==> config.mk <==
export PLATFORM = sky130hd
export DESIGN_NAME = clap_detector_param_flat
export DESIGN_NICKNAME = d
export VERILOG_FILES = /design/src/rtl/clap_detector_param_if.sv /design/src/rtl/clap_detector_param.sv /design/src/flat_wrapper.sv
export SDC_FILE = /design/constraint.sdc
export NUM_CORES = 1
export LEC_CHECK = 0
export ABC_AREA = 1
export BUFFER_PORTS_ARGS = -buffer_cell sky130_fd_sc_hd__buf_2
export CAP_MARGIN = 10
export CORE_MARGIN = 4
export CORE_UTILIZATION = 61
export DETAILED_ROUTE_END_ITERATION = 8
export GPL_TIMING_DRIVEN = 0
export PLACE_DENSITY_LB_ADDON = 0.3
export SLEW_MARGIN = 20
export SYNTH_ARGS = -nofsm -noshare
export SYNTH_HDL_FRONTEND = slang
export SYNTH_SLANG_ARGS = --single-unit
==> constraint.sdc <==
create_clock -name clk -period 8.75 [get_ports clk]
set_input_delay 0.875 -clock clk [delete_from_list [all_inputs] [get_ports clk]]
set_output_delay 0.875 -clock clk [all_outputs]
set_load 0.01 [all_outputs]
==> src/rtl/clap_detector_param_if.sv <==
// Audio-side bus of the clap detector: sample stream and threshold in, clap events out.
interface clap_detector_param_if #(
    parameter int SAMPLE_W = 24,
    parameter int CNT_W    = 8
);
    logic                       sample_valid;
    logic signed [SAMPLE_W-1:0] sample;
    logic        [SAMPLE_W-2:0] threshold;
    logic                       enable;
    logic                       clap_pulse;
    logic        [CNT_W-1:0]    clap_count;
    logic                       busy;
    logic                       double_clap;

    modport master (
        output sample_valid, sample, threshold, enable,
        input  clap_pulse, clap_count, busy, double_clap
    );

    modport slave (
        input  sample_valid, sample, threshold, enable,
        output clap_pulse, clap_count, busy, double_clap
    );
endinterface

==> src/rtl/clap_detector_param.sv <==
// Clap detector: run of loud samples -> one-cycle pulse, saturating count, refractory holdoff.
// Optional double-clap window enabled by defining CLAP_DOUBLE_EN.
module clap_detector_param #(
    parameter int SAMPLE_W   = 24,
    parameter int MIN_HITS   = 4,
    parameter int HOLDOFF    = 4800,
    parameter int CNT_W      = 8,
    parameter int DOUBLE_WIN = 24000
) (
    input  logic                  clk,
    input  logic                  resetn,
    clap_detector_param_if.slave  bus
);
    localparam int HIT_W  = $clog2(MIN_HITS + 1);
    localparam int HOLD_W = (HOLDOFF > 0) ? $clog2(HOLDOFF + 1) : 1;

    typedef enum logic [1:0] {
        IDLE    = 2'd0,
        DETECT  = 2'd1,
        FIRE    = 2'd2,
        HOLD    = 2'd3
    } state_t;

    state_t              state_q, state_d;
    logic [HIT_W-1:0]    hit_q, hit_d;
    logic [HOLD_W-1:0]   hold_q, hold_d;
    logic [CNT_W-1:0]    count_q, count_d;
    logic                pulse_q, pulse_d;
    logic                fire_enter;

    logic [SAMPLE_W-1:0] neg_s;
    logic [SAMPLE_W-2:0] mag;
    logic                qual;

    // The most negative sample has no positive twin; clamp it to full scale.
    always_comb begin
        neg_s = ~bus.sample + {{(SAMPLE_W-1){1'b0}}, 1'b1};
        mag   = bus.sample[SAMPLE_W-2:0];
        if (bus.sample[SAMPLE_W-1]) begin
            if (bus.sample[SAMPLE_W-2:0] == '0) begin
                mag = '1;
            end else begin
                mag = neg_s[SAMPLE_W-2:0];
            end
        end
        qual = bus.sample_valid && (mag > bus.threshold);
    end

    always_comb begin
        state_d = state_q;
        hit_d   = hit_q;
        hold_d  = hold_q;
        case (state_q)
            IDLE: begin
                if (qual) begin
                    hit_d   = HIT_W'(1);
                    state_d = (MIN_HITS == 1) ? FIRE : DETECT;
                end
            end
            DETECT: begin
                if (bus.sample_valid) begin
                    if (qual) begin
                        hit_d = hit_q + HIT_W'(1);
                        if (hit_q >= HIT_W'(MIN_HITS - 1)) begin
                            state_d = FIRE;
                        end
                    end else begin
                        hit_d   = '0;
                        state_d = IDLE;
                    end
                end
            end
            FIRE: begin
                hit_d = '0;
                if (HOLDOFF == 0) begin
                    hold_d  = '0;
                    state_d = IDLE;
                end else begin
                    hold_d  = HOLD_W'(HOLDOFF);
                    state_d = HOLD;
                end
            end
            HOLD: begin
                if (bus.sample_valid) begin
                    if (hold_q <= HOLD_W'(1)) begin
                        hold_d  = '0;
                        state_d = IDLE;
                    end else begin
                        hold_d = hold_q - HOLD_W'(1);
                    end
                end
            end
            default: begin
                state_d = IDLE;
                hit_d   = '0;
                hold_d  = '0;
            end
        endcase

        if (!bus.enable) begin
            state_d = IDLE;
            hit_d   = '0;
            hold_d  = '0;
        end

        // FIRE never follows itself, so entering it is just "next is FIRE".
        fire_enter = (state_d == FIRE);
        pulse_d    = fire_enter;
        count_d    = count_q;
        if (fire_enter && (count_q != '1)) begin
            count_d = count_q + CNT_W'(1);
        end
    end

    always_ff @(posedge clk) begin
        if (!resetn) begin
            state_q <= IDLE;
            hit_q   <= '0;
            hold_q  <= '0;
            count_q <= '0;
            pulse_q <= 1'b0;
        end else begin
            state_q <= state_d;
            hit_q   <= hit_d;
            hold_q  <= hold_d;
            count_q <= count_d;
            pulse_q <= pulse_d;
        end
    end

`ifdef CLAP_DOUBLE_EN
    localparam int WIN_W = (DOUBLE_WIN > 0) ? $clog2(DOUBLE_WIN + 1) : 1;

    logic [WIN_W-1:0] win_q, win_d;
    logic             dbl_q, dbl_d;

    // The window is checked before it reloads, so a third clap opens a fresh window.
    always_comb begin
        win_d = win_q;
        dbl_d = 1'b0;
        if (!bus.enable) begin
            win_d = '0;
        end else if (fire_enter) begin
            if (win_q != '0) begin
                dbl_d = 1'b1;
                win_d = '0;
            end else begin
                win_d = WIN_W'(DOUBLE_WIN);
            end
        end else if (bus.sample_valid && (state_q != FIRE) && (win_q != '0)) begin
            win_d = win_q - WIN_W'(1);
        end
    end

    always_ff @(posedge clk) begin
        if (!resetn) begin
            win_q <= '0;
            dbl_q <= 1'b0;
        end else begin
            win_q <= win_d;
            dbl_q <= dbl_d;
        end
    end

    assign bus.double_clap = dbl_q;
`else
    assign bus.double_clap = 1'b0;
`endif

    assign bus.clap_pulse = pulse_q;
    assign bus.clap_count = count_q;
    assign bus.busy       = (state_q != IDLE);
endmodule

==> src/flat_wrapper.sv <==
// flat-port wrapper written by rule: the top's interface ports become plain ports
module clap_detector_param_flat 
#(
    parameter int SAMPLE_W   = 24,
    parameter int MIN_HITS   = 4,
    parameter int HOLDOFF    = 4800,
    parameter int CNT_W      = 8,
    parameter int DOUBLE_WIN = 24000
)
  (clk, resetn, bus_sample_valid, bus_sample, bus_threshold, bus_enable, bus_clap_pulse, bus_clap_count, bus_busy, bus_double_clap);
  clap_detector_param_if #(.SAMPLE_W(SAMPLE_W), .CNT_W(CNT_W)) bus_i ();
  input  logic clk;
  input  logic resetn;
  input wire logic [$bits(bus_i.sample_valid)-1:0] bus_sample_valid;
  input wire logic [$bits(bus_i.sample)-1:0] bus_sample;
  input wire logic [$bits(bus_i.threshold)-1:0] bus_threshold;
  input wire logic [$bits(bus_i.enable)-1:0] bus_enable;
  output wire logic [$bits(bus_i.clap_pulse)-1:0] bus_clap_pulse;
  output wire logic [$bits(bus_i.clap_count)-1:0] bus_clap_count;
  output wire logic [$bits(bus_i.busy)-1:0] bus_busy;
  output wire logic [$bits(bus_i.double_clap)-1:0] bus_double_clap;
  assign bus_i.sample_valid = bus_sample_valid;
  assign bus_i.sample = bus_sample;
  assign bus_i.threshold = bus_threshold;
  assign bus_i.enable = bus_enable;
  assign bus_clap_pulse = bus_i.clap_pulse;
  assign bus_clap_count = bus_i.clap_count;
  assign bus_busy = bus_i.busy;
  assign bus_double_clap = bus_i.double_clap;
  clap_detector_param #(.SAMPLE_W(SAMPLE_W), .MIN_HITS(MIN_HITS), .HOLDOFF(HOLDOFF), .CNT_W(CNT_W), .DOUBLE_WIN(DOUBLE_WIN)) u_core (.clk(clk), .resetn(resetn), .bus(bus_i));
endmodule
After elaboration in Yosys (flattened, before gate mapping) --
Index checks and enable logic that the tools add are counted.
Storage, ports and cells: flip-flop bits (word level) 27, input bits 51, output and inout bits 11, logic and storage cells 48
Operators by class: add/subtract/negate cells 4, order comparisons 3, eq/ne operators 8, multiplexer cells 17, bitwise operators 1, reduce and logical (&&, ||, !) cells 10
Operators with widths (count):
- 2-to-1 mux 23 bit | 2
- 2-to-1 mux 13 bit | 2
- one-hot mux 13 bit (2 select lines) | 1
- adder 23 x 1 -> 23 bit (second input constant) | 1
- greater-than comparator 23 bit | 1
- logical NOT 23 bit | 1
- inverter 23 bit | 1
- 2-to-1 mux 2 bit | 7
- <= comparator 13 x 1 -> 1 bit (second input constant) | 1
- subtractor 13 x 1 -> 13 bit (second input constant) | 1
- 2-to-1 mux 3 bit | 3
- one-hot mux 3 bit (3 select lines) | 1
- adder 8 x 1 -> 8 bit (second input constant) | 1
- inequality test 8 bit (second input constant) | 1
- one-hot mux 2 bit (4 select lines) | 1
- == test 2 bit (second input constant) | 3
- inequality test 2 bit (second input constant) | 2
- AND reduction 2 bit | 2
- nonzero test 2 bit | 2
- adder 3 x 1 -> 3 bit (second input constant) | 1
- greater-or-equal comparator 3 x 2 -> 1 bit (second input constant) | 1
- AND reduction 3 bit | 1
- nonzero test 3 bit | 1
- == test 2 x 1 -> 1 bit (second input constant) | 1
- other kinds (3) | 4

Depth between registers and ports, before layout --
Gate-level depths: netlist of run 1.
word-level depth 12, gate-level depth with buffers 33, gate-level depth less buffers 33

Least setup slack after synthesis of run 1 --
Ideal clock, no wire load.
kind input to register, start input bus_sample[1], end register u_core.count_q[0] (netlist: u_core.bus.clap_count[0]), arrival 3711 ps, setup slack 4926 ps, stages 27, cell sequence inv_1 ha_1 inv_1 nor3_2 inv_1 nor2_1 nand2_1 or2_1 nor2_1 nand4_2 nor3_4 or2_1 ha_1 nand2_2 inv_1 nand2_1 nand2_1 a21oi_1 nand3_2 nand3_2 inv_2 o21ai_2 nand2_2 nor2_8 nand3_4 nor2_1 nor2_1
On the way: cells in the longest elaborated chain, start to end 12, elaborated cells between the ends (all ways) 14, classes of those cells add/sub (1); order compare (1); eq/ne (1); mux (7); bitwise (1); reduce/logical (3)
Ends and longest elaborated chain:
- start, declared | RTL line flat_wrapper.sv:15 | input wire logic [$bits(bus_i.sample)-1:0] bus_sample;
- inverter 23 bit | RTL line clap_detector_param.sv:37 | neg_s = ~bus.sample + {{(SAMPLE_W-1){1'b0}}, 1'b1};
- adder 23 x 1 -> 23 bit | RTL line clap_detector_param.sv:37
- 2-to-1 mux 23 bit | RTL line clap_detector_param.sv:40 | if (bus.sample[SAMPLE_W-2:0] == '0) begin
- 2-to-1 mux 23 bit (*) | RTL line clap_detector_param.sv:39 | if (bus.sample[SAMPLE_W-1]) begin
- greater-than comparator 23 bit (*) | RTL line clap_detector_param.sv:46 | qual = bus.sample_valid && (mag > bus.threshold);
- logical AND 1 bit (*) | RTL line clap_detector_param.sv:46
- 2-to-1 mux 2 bit | RTL line clap_detector_param.sv:62 | if (qual) begin
- 2-to-1 mux 2 bit | RTL line clap_detector_param.sv:61 | if (bus.sample_valid) begin
- one-hot mux 2 bit (4 select lines) (*) | RTL line clap_detector_param.sv:53 | case (state_q)
- 2-to-1 mux 2 bit (*) | RTL line clap_detector_param.sv:100 | if (!bus.enable) begin
- == test 2 bit (*) | RTL line clap_detector_param.sv:107 | fire_enter = (state_d == FIRE);
- logical AND 1 bit (*) | RTL line clap_detector_param.sv:110 | if (fire_enter && (count_q != '1)) begin
- end signal, assigned | RTL line clap_detector_param.sv:126 | count_q <= count_d;
- end, declared | RTL line clap_detector_param.sv:27 | logic [CNT_W-1:0] count_q, count_d;
Every way passes the cells marked *; elsewhere a longest branch is shown, timed or not. A chain may end at the register's enable or synchronous reset.

Worst setup path after layout of run 1 --
Same ends and word-level chain as after synthesis.

==> results of run 1 <==
-- through the flow --
stage	power, mW	worst slack (ns)	hold WS, ns	instances
after CTS	0.312	4.50	0.492	595
after global placement	0.235	4.32	0.469	591
after detailed placement	0.240	4.22	0.475	591
final	0.311	4.48	0.495	595
after floorplan	0.207	4.93	0.448	465
after global routing	0.331	4.04	0.512	595
-- power by group --
group          internal (mW)  switching, mW  total, mW
Combinational         0.0444         0.0657      0.110
Sequential             0.125        0.00174      0.127
Clock                 0.0320         0.0420     0.0740
-- final timing paths --
path,from,endpoint,cells past startpoint,slack (ns)
max reg2reg,u_core.hold_q[5],u_core.bus.clap_count[2],11,6.85
min,u_core.hit_q[1],u_core.hit_q[1],2,0.50
min reg2reg,u_core.hit_q[1],u_core.hit_q[1],2,0.50
max,bus_sample[1],u_core.bus.clap_count[0],31,4.48
-- sequential cells by signal, indices dropped and copies added (netlist names) --
| register | cells |
|---|---|
| u_core.state_q | 2 |
| u_core.bus.clap_count | 8 |
| u_core.hit_q | 3 |
| u_core.hold_q | 13 |
| u_core.bus.clap_pulse | 1 |
-- cell families after synthesis --
group	share of synthesized area
AND/OR/NAND/NOR	0.386
XOR/XNOR	0.0643
flip-flops	0.180
AO/OA/AOI/OAI	0.114
adder cells (fa/ha/maj)	0.142
buffers and inverters	0.113
other	0.00125
-- worst reg2reg max path, stage by stage (launching register included) --
cell,delay (ns)
dfxtp_1,0.37
nor2_2,0.13
nand3_2,0.09
nor2_2,0.13
nand3_2,0.12
o21ai_2,0.15
o21ai_0,0.11
a21oi_2,0.27
nor2_8,0.10
nand3_4,0.15
nand2_1,0.08
a21oi_1,0.12
-- cell usage in the layout (no fill, tap or decap), types with 2 or more instances in the layout --
cell type | netlist | routed
xnor2_1 | 5 | 5
a31oi_1 | 2 | 2
nor2_4 | 2 | 2
or2_2 | 11 | 11
ha_1 | 34 | 34
xor2_1 | 17 | 17
nor3_2 | 5 | 5
buf_2 | 1 | 60
a21oi_1 | 29 | 29
dfxtp_1 | 27 | 27
nor2_2 | 5 | 5
clkbuf_1 | 4 | 4
nand4_2 | 3 | 3
o21ai_0 | 14 | 14
nor2_1 | 38 | 38
clkbuf_8 | 0 | 3
o21ai_2 | 2 | 2
nand3b_1 | 2 | 2
or2_1 | 3 | 3
nor3_1 | 6 | 6
inv_1 | 80 | 80
a211oi_1 | 2 | 2
nand3_1 | 21 | 21
nand2_2 | 5 | 5
nand3_2 | 6 | 6
nand4_1 | 7 | 7
nand2_1 | 114 | 114
o31ai_1 | 2 | 2
clkinv_1 | 2 | 2
-- area by class of cell --
type	count	area share
clock buffer	3	0.0121
inverter	83	0.0910
multi-input combinational	349	0.619
buffer	6	0.00804
tap	67	0.0245
sequential	27	0.158
clock inverter	1	0.00146
timing repair buffer	59	0.0863
-- routing by layer --
layer | share of wire | vias up | wire (um)
met4 | 0.0064 | 0 | 42
met1 | 0.46 | 1357 | 3030
met3 | 0.053 | 8 | 349
li1 | - | 1609 | -
met2 | 0.48 | 76 | 3140
met5 | 0 | - | 0
==> key figures, run 1 <==
Outcome
  – Result of the run: completed

Synth
  – Gate Count Post-Synth: 465
  – Netlist cell types: 44
  – Yosys top cell by area: dfxtp_1
  – Leading post-synthesis cells by cell area: dfxtp_1, nand2_1, ha_1
  – Cell area after technology mapping: ~3000 sq um
  – Register area share after synthesis: 0.180
  – Synth Warn #: 0
  – Fraction of synthesized cell area taken by the top area cell type: 0.180
  – Avg Cell Area, Syn: around 6.4 sq um
  – EDFF count, synth: 0
  – Share of flip-flops with an asynchronous set or reset: 0
  – Dominant register cell in the synthesized netlist: dfxtp_1
  – Leading cell type by number of instances after synthesis: nand2_1
  – Flip-flop and latch count after synthesis: 27
  – Leading cell types by count after synthesis: nand2_1, inv_1, nor2_1, ha_1, a21oi_1
  – Post-synth net total: 550

STA
  – Worst Clk Skew: 0.00700 ns
  – Final hold violations: 0
  – Total of endpoints with negative setup slack in the final report: 0
  – Tcrit/Tclk final: 0.488
  – Pins over their slew limit: 0
  – Achievable clock frequency: around 0.23 GHz
  – Max_slew headroom: 0.447
  – Setup repair after global routing missed its margin: false
  – Final total negative setup slack: 0 ns
  – Minimum period implied by the final worst setup slack: 4.27 ns
  – Worst Tran Pin Value: between 0.8 and 0.9 ns

GRT
  – GRT Max-Usage Layer: met2
  – Met1 Usage GRT: 0.278
  – Vias in the first global route: roughly 2800
  – Largest net degree at the start of global routing: 16
  – GR met3 Demand/Resource: 0.0367
  – Met2 demand-to-capacity share in global routing: 0.382
  – GRT Util Overall: 0.217
  – Number of antenna violations at the first check in global routing: 0
  – Total congestion overflow after global routing: 0
  – First-pass GRT wire length: around 11000 um

CTS
  – TritonCTS clock tree: built
  – Count of hold buffers inserted by post-cts repair: 0
  – Clock-pin transition on the worst setup and hold timing paths: 0.09 ns
  – Number of setup buffers added after CTS: 0
  – Number of sinks on the clock net: 27
  – Clock Latency Late Sink: about 0.28 ns
  – Largest buffer count on any clock path: 2
  – Cell at the root of the clock tree: clkbuf_8
  – Total CTS buffers: 3
  – PostCTS Resize Cnt: 0
  – Deepest level of the CTS H-tree: 1

Drt
  – Routed WL per cell: around 11 um
  – First-pass detailed-route iteration total: 5
  – Vias per std cell: between 5 and 6
  – Detailed-route via count: 3050
  – DRC marker count from the first detailed-route iteration: around 140
  – Number of nets still failing antenna checks after routing: 0
  – Number of DRC violations after detailed routing: 0
  – Total Wirelength: approximately 6600 um

Hold path
  – Worst hold path type: reg -> reg

Worst setup path
  – Endpoint type of the worst setup path: register
  – Data required, critical path: between 8 and 9 ns
  – Worst endpoint data arrival time: 4.45 ns
  – Cell with the largest stage delay on the worst path: ha_1
  – Family with the most delay on the worst path: simple AND/OR/NAND/NOR gates
  – Category of the critical setup timing path: in -> reg
  – Biggest fanout along the worst timing path: 10
  – CP startpoint kind: input port
  – Number of buffers and inverters on the critical path: 6
  – Delay of the slowest critical-path stage: about 0.25 ns
  – Cell repeated most along the worst path: nand2_1

Floorplanning
  – Core Footprint: approximately 4800 sq um
  – Total Die Area: 6100 sq um
  – Die Y-Extent: around 80 um
  – Floorplan die width: ~78 um
  – Starting utilization of the core area: 0.631
  – # rows: 25
  – Number of I/O pins: 62

Finish
  – Fraction of the core area covered by cells at the end of the flow: 0.720
  – Multi-input logic area: ~2100 sq um
  – Footprint of the flip-flops and latches: ~540 sq um
  – Fill count: 421
  – Final std cell area, no fill: between 3000 and 4000 sq um
  – Antenna diode instance count: 0
  – Nets: about 610
  – Synth-to-Final Area Change: 14.2%
  – Share of layout cells above drive strength 1: 0.208

Flow run
  – Maximum capacitance violations: 0

Placement
  – Instance area after placement: between 3000 and 4000 sq um
  – DP Wirelength: 5450 um
  – PortBufs: 59
  – Placer Congestion: ~0.9

Power and ir drop
  – Leak pwr: about 1.8 nW
  – Worst vdd ir: 0.0000927 V
  – Power density relative to cell area: about 90 nW/um^2
Note: power is estimated with default switching activity, not from simulation.
==> inputs of run 2 (changes only) <==
Settings changed: CORE_UTILIZATION 61 to 56.
Clock period 8.75 ns to 4.16 ns, I/O delays scaled along.
==> run 2 against run 1 <==
Via count shrank 1.7%; critical endpoint is now u_core.bus.clap_count[7]; die area is 8.0% higher; design area is 0.44% higher; sequential power is 110% higher.
==> key figures, run 2 (synthesized netlist as in run 1, its figures left out) <==
Worst setup path
  – R2R Path Start: u_core.hold_q[1]
  – CP startpoint kind: input port
  – Critical Path Source: bus_sample[1]
  – Number of cells on the worst reg-to-reg path: 12 (+1)
  – Data required, critical path: 4.32 ns (-4.61 ns)
  – Cell repeated most along the worst path: nand2_1
  – Category of the critical setup timing path: in -> reg
  – Family with the most delay on the worst path: simple AND/OR/NAND/NOR gates
  – Delay of the slowest critical-path stage: 0.28 ns (+0.03 ns)
  – Endpoint type of the worst setup path: register
  – Cell with the largest stage delay on the worst path: nor3_4
  – Worst endpoint data arrival time: 3.88 ns (-0.57 ns)
  – Number of buffers and inverters on the critical path: 5 (-1)
  – Cell depth of the worst setup path: 30 (-3.2%)
  – Biggest fanout along the worst timing path: 10 (unchanged)

Drt
  – DRC marker count from the first detailed-route iteration: 118 (-13%)
  – Number of DRC violations after detailed routing: 0 (unchanged)
  – First-pass detailed-route iteration total: 4 (-1)
  – Routed WL per cell: 11.1 um (+0.42%)
  – Total Wirelength: 6620 um (+0.93%)
  – Vias per std cell: 5.01 (-2.2%)
  – Number of nets still failing antenna checks after routing: 0 (unchanged)
  – Detailed-route via count: 2998 (-1.7%)

Finish
  – Highest-count cells in the layout ignoring fill and taps: nand2_1, inv_1, buf_2
  – Synth-to-Final Area Change: 14.7%
  – Share of layout cells above drive strength 1: 0.208 (unchanged)
  – Antenna diode instance count: 0 (unchanged)
  – Most frequent standard cell in the layout excluding fill and tap cells: nand2_1
  – Biggest register: u_core.hold_q
  – Nets: 614 (unchanged)
  – Max FFs per register: 13 (unchanged)

Hold path
  – Origin of the worst min-delay path: resetn
  – Count of cells along the worst hold path: 3 (+1)
  – Worst hold path type: in -> reg

CTS
  – Clock Latency Late Sink: 0.27 ns (about the same)
  – Number of sinks on the clock net: 27 (unchanged)
  – PostCTS Resize Cnt: 0 (unchanged)
  – TritonCTS clock tree: built
  – Clock-pin transition on the worst setup and hold timing paths: 0.09 ns (about the same)
  – Deepest level of the CTS H-tree: 1 (unchanged)
  – Largest buffer count on any clock path: 2 (unchanged)
  – Total CTS buffers: 3 (unchanged)
  – Number of setup buffers added after CTS: 0 (unchanged)
  – Count of hold buffers inserted by post-cts repair: 0 (unchanged)
  – Cell at the root of the clock tree: clkbuf_8

STA
  – Total of endpoints with negative setup slack in the final report: 0 (unchanged)
  – Worst Clk Skew: 0.00405 ns (-0.00295 ns)
  – Worst Tran Pin Value: 0.791 ns (-0.0380 ns)
  – Max_slew headroom: 0.473 (+0.0253)
  – Post-Route Hold Slack: 0.387 ns (-0.108 ns)
  – Tcrit/Tclk final: 0.895
  – Pins over their slew limit: 0 (unchanged)
  – Setup repair after global routing missed its margin: false
  – Final hold violations: 0 (unchanged)
  – Minimum period implied by the final worst setup slack: 3.72 ns
  – Achievable clock frequency: 0.269 GHz
  – Final total negative setup slack: 0 ns (unchanged)

Power and ir drop
  – Gate power share: 0.357 (+0.003)
  – Cell internal power dissipation: 426 uW (+110%)
  – Portion of total power attributed to the clock network: 0.232 (-0.006)
  – Total power consumption of the routed design: 651 uW (+110%)
  – Portion of total power attributed to sequential cells: 0.410 (+0.002)
  – Switching Fraction: 0.346 (-0.00566)
  – Net Sw Power: 225 uW (+110%)
  – Worst vdd ir: 0.000194 V (+110%)
  – Power density relative to cell area: 189 nW/um^2 (+110%)
  – Leak pwr: 1.83 nW (about the same)

Outcome
  – Result of the run: completed

Floorplanning
  – Die Y-Extent: 81.2 um (+3.9%)
  – Core Footprint: 5140 sq um (+8.1%)
  – # rows: 26 (+4.0%)
  – Number of I/O pins: 62 (unchanged)
  – Total Die Area: 6590 sq um (+8.0%)
  – Floorplan die width: 81.2 um (+3.9%)
  – Starting utilization of the core area: 0.583 (-0.0473)

GRT
  – Total congestion overflow after global routing: 0 (unchanged)
  – Largest net degree at the start of global routing: 15 (-1)
  – Vias in the first global route: 2823 (+1.0%)
  – GRT Util Overall: 0.214 (-0.00268)
  – Number of antenna violations at the first check in global routing: 0 (unchanged)
  – First-pass GRT wire length: 11600 um (+2.9%)

Placement
  – Placer Congestion: 0.894 (+1.5%)
  – PortBufs: 59 (unchanged)
  – DP Wirelength: 5450 um (-0.17%)

Flow run
  – Maximum capacitance violations: 0 (unchanged)
-- run 2: changes by cell type in the layout (fill, tap and decap cells not counted), sizes merged --
cell / previous run / this run
clkbuf: 7 / 8
clkinv: 3 / 2
-- run 2: worst paths after layout --
check,end,slack [ns]
setup / recovery,u_core.bus.clap_count[7],0.44
hold / removal,u_core.bus.clap_count[0],0.39
hold reg to reg,u_core.hit_q[2],0.48
setup reg to reg,u_core.bus.clap_count[7],2.16
-- run 2: per-stage QoR --
step / cell area (sq um) / util / instances / setup slack [ns]
6_report: 3440 / 0.669 / 598 / 0.437
5_1_grt: 3440 / 0.669 / 598 / 0.0194
4_1_cts: 3430 / 0.667 / 598 / 0.359
3_5_place_dp: 3380 / 0.658 / 594 / 0.153
3_3_place_gp: 3380 / 0.658 / 594 / 0.187
2_1_floorplan: 3000 / - / 465 / 0.795
-- run 2: cell type report --
class | count | area (sq um)
multi-input combinational | 349 | 2130
fill | 477 | 1700
sequential | 27 | 541
inverter | 83 | 312
timing repair buffer | 59 | 295
tap | 70 | 87.6
clock buffer | 4 | 45.0
buffer | 6 | 27.5
-- run 2: per-layer routing --
layer	vias to the layer above	track usage	wire length [um]
met5	-	0	0
met4	0	0.0405	79
met3	10	0.0288	251
met2	58	0.383	3150
met1	1318	0.274	3140
li1	1612	-	-
-- run 2: power groups by stage --
stage	sequential, mW	clock [mW]	combinational (mW)
floorplan	0.273	0	0.163
global placement	0.273	0	0.222
detailed placement	0.273	0	0.230
CTS	0.267	0.156	0.232
global route	0.268	0.161	0.271
finish	0.267	0.151	0.233
-- run 2: tightest hold or removal path: stages --
cell and delay, ns:
buf_2 0.12, nand2_1 0.06, nor2_1 0.03
==> inputs of run 3 (changes only) <==
Settings changed: REMOVE_ABC_BUFFERS set to 1.
==> run 3 against run 2 <==
Final cell count is 0.84% lower; non-clock buffer count is 5 lower; global-route usage is 0.43 points lower; critical path type unchanged; critical endpoint is now u_core.bus.clap_count[0]; largest cell class unchanged; largest power group unchanged; highest routed layer unchanged.
==> key figures, run 3 (synthesized netlist as in run 1, its figures left out) <==
Finish
  – Most frequent standard cell in the layout excluding fill and tap cells: nand2_1
  – Highest-count cells in the layout ignoring fill and taps: nand2_1, inv_1, buf_2
  – Antenna diode instance count: 0 (unchanged)
  – Max FFs per register: 13 (unchanged)
  – Multi-input logic area: 2130 sq um (-0.23%)
  – Nets: 609 (-0.81%)
  – Share of layout cells above drive strength 1: 0.212 (+0.00390)
  – Fill count: 496 (+4.0%)
  – Footprint of the flip-flops and latches: 541 sq um (unchanged)
  – Biggest register: u_core.hold_q
  – Synth-to-Final Area Change: 13.8%

STA
  – Setup slack of the critical path after layout: 0.463 ns (+0.0253 ns)
  – Minimum period implied by the final worst setup slack: 3.70 ns (-0.0253 ns)
  – Tcrit/Tclk final: 0.889 (-0.00609)
  – Max_slew headroom: 0.469 (-0.00323)
  – Post-Route Hold Slack: 0.382 ns (-0.00474 ns)
  – Worst Clk Skew: 0.00315 ns (-0.000903 ns)
  – Setup repair after global routing missed its margin: false
  – Achievable clock frequency: 0.270 GHz (+0.69%)
  – Pins over their slew limit: 0 (unchanged)
  – Worst Tran Pin Value: 0.796 ns (+0.00485 ns)
  – Total of endpoints with negative setup slack in the final report: 0 (unchanged)
  – Final hold violations: 0 (unchanged)

Drt
  – Number of DRC violations after detailed routing: 0 (unchanged)
  – DRC marker count from the first detailed-route iteration: 126 (+6.8%)
  – Total Wirelength: 6440 um (-2.7%)
  – Vias per std cell: 5.08 (+1.4%)
  – Detailed-route via count: 3015 (+0.57%)
  – Number of nets still failing antenna checks after routing: 0 (unchanged)
  – Routed WL per cell: 10.9 um (-1.9%)
  – First-pass detailed-route iteration total: 5 (+1)

CTS
  – Total CTS buffers: 3 (unchanged)
  – Count of hold buffers inserted by post-cts repair: 0 (unchanged)
  – Largest buffer count on any clock path: 2 (unchanged)
  – Cell at the root of the clock tree: clkbuf_8
  – Deepest level of the CTS H-tree: 1 (unchanged)
  – TritonCTS clock tree: built
  – Number of sinks on the clock net: 27 (unchanged)
  – Clock-pin transition on the worst setup and hold timing paths: 0.09 ns (about the same)
  – Number of setup buffers added after CTS: 0 (unchanged)
  – PostCTS Resize Cnt: 0 (unchanged)
  – Clock Latency Late Sink: 0.28 ns (about the same)

GRT
  – GRT Util Overall: 0.210 (-0.00427)
  – Vias in the first global route: 2857 (+1.2%)
  – First-pass GRT wire length: 11500 um (-1.1%)
  – Largest net degree at the start of global routing: 18 (+3)
  – Number of antenna violations at the first check in global routing: 0 (unchanged)
  – Total congestion overflow after global routing: 0 (unchanged)

Worst setup path
  – Number of buffers and inverters on the critical path: 7 (+2)
  – Category of the critical setup timing path: in -> reg
  – Worst endpoint data arrival time: 3.88 ns (about the same)
  – Cell with the largest stage delay on the worst path: nor3_4
  – Delay of the slowest critical-path stage: 0.30 ns (+0.02 ns)
  – Endpoint type of the worst setup path: register
  – CP startpoint kind: input port
  – Family with the most delay on the worst path: simple AND/OR/NAND/NOR gates
  – Data required, critical path: 4.34 ns (+0.02 ns)
  – Biggest fanout along the worst timing path: 9 (-1)

Placement
  – DP Wirelength: 5280 um (-3.1%)
  – PortBufs: 60 (+1.7%)
  – Placer Congestion: 0.853 (-4.6%)
  – Pre-CTS worst setup slack: -0.0330 ns (-0.186 ns)

Flow run
  – Maximum capacitance violations: 0 (unchanged)

Floorplanning
  – Number of I/O pins: 62 (unchanged)
  – Starting utilization of the core area: 0.583 (unchanged)
  – Floorplan die width: 81.2 um (unchanged)
  – Core Footprint: 5140 sq um (unchanged)
  – Total Die Area: 6590 sq um (unchanged)
  – # rows: 26 (unchanged)
  – Die Y-Extent: 81.2 um (unchanged)

Outcome
  – Result of the run: completed

Power and ir drop
  – Leak pwr: 1.82 nW (-0.36%)
  – Worst vdd ir: 0.000148 V (-24%)
  – Power density relative to cell area: 190 nW/um^2 (+0.41%)

Hold path
  – Worst hold path type: in -> reg
run 3: cell count changes in the layout (fill, tap and decap cells not counted):
cell and delta:
a21oi_4 -1, buf_4 -1, clkinv_2 +1, a21oi_2 +1, nand2_2 +1, clkbuf_1 -5
nand2_1 -1
run 3: routing by layer:
layer	global-route usage	part of all wire	routed length, um	up-vias
met5	0	0	0	-
li1	-	-	-	1596
met1	0.265	0.47	3030	1355
met2	0.388	0.48	3090	62
met3	0.0344	0.049	317	2
met4	0.0152	0.0019	12	0
run 3: where the power goes:
part | switching (mW) | internal [mW] | total [mW]
combinational | 0.137 | 0.0922 | 0.229
sequential | 0.00381 | 0.263 | 0.267
clock | 0.0851 | 0.0673 | 0.152
run 3: final timing paths:
kind	from	end	slack, ns	cells past startpoint
setup / recovery	bus_sample[1]	u_core.bus.clap_count[0]	0.46	29
hold reg to reg	u_core.hit_q[2]	u_core.hit_q[2]	0.48	2
hold / removal	resetn	u_core.bus.clap_count[0]	0.38	3
setup reg to reg	u_core.hold_q[2]	u_core.bus.clap_count[4]	2.23	11
run 3: final cells by class:
class / count / share of cell area
clock buffers: 3 / 0.0121
clock inverters: 1 / 0.00147
inverters: 83 / 0.0913
multi-input cells: 349 / 0.623
flip-flops and latches: 27 / 0.158
well taps: 70 / 0.0257
repair buffers: 60 / 0.0880
run 3: worst min-delay path: stages:
cell	delay, ns
buf_2	0.12
nand2_1	0.06
nor2_1	0.03
run 3: through the flow:
| stage | power [mW] | TNS [ns] | util | instances | cell area (sq um) |
|---|---|---|---|---|---|
| 4_1_cts | 0.654 | 0 | 0.662 | 593 | 3400 |
| 2_1_floorplan | 0.433 | 0 | - | 459 | 2970 |
| 6_report | 0.649 | 0 | 0.664 | 593 | 3410 |
| 5_1_grt | 0.700 | 0 | 0.664 | 593 | 3410 |
| 3_3_place_gp | 0.494 | 0 | 0.653 | 589 | 3360 |
| 3_5_place_dp | 0.503 | -0.0904 | 0.653 | 589 | 3360 |
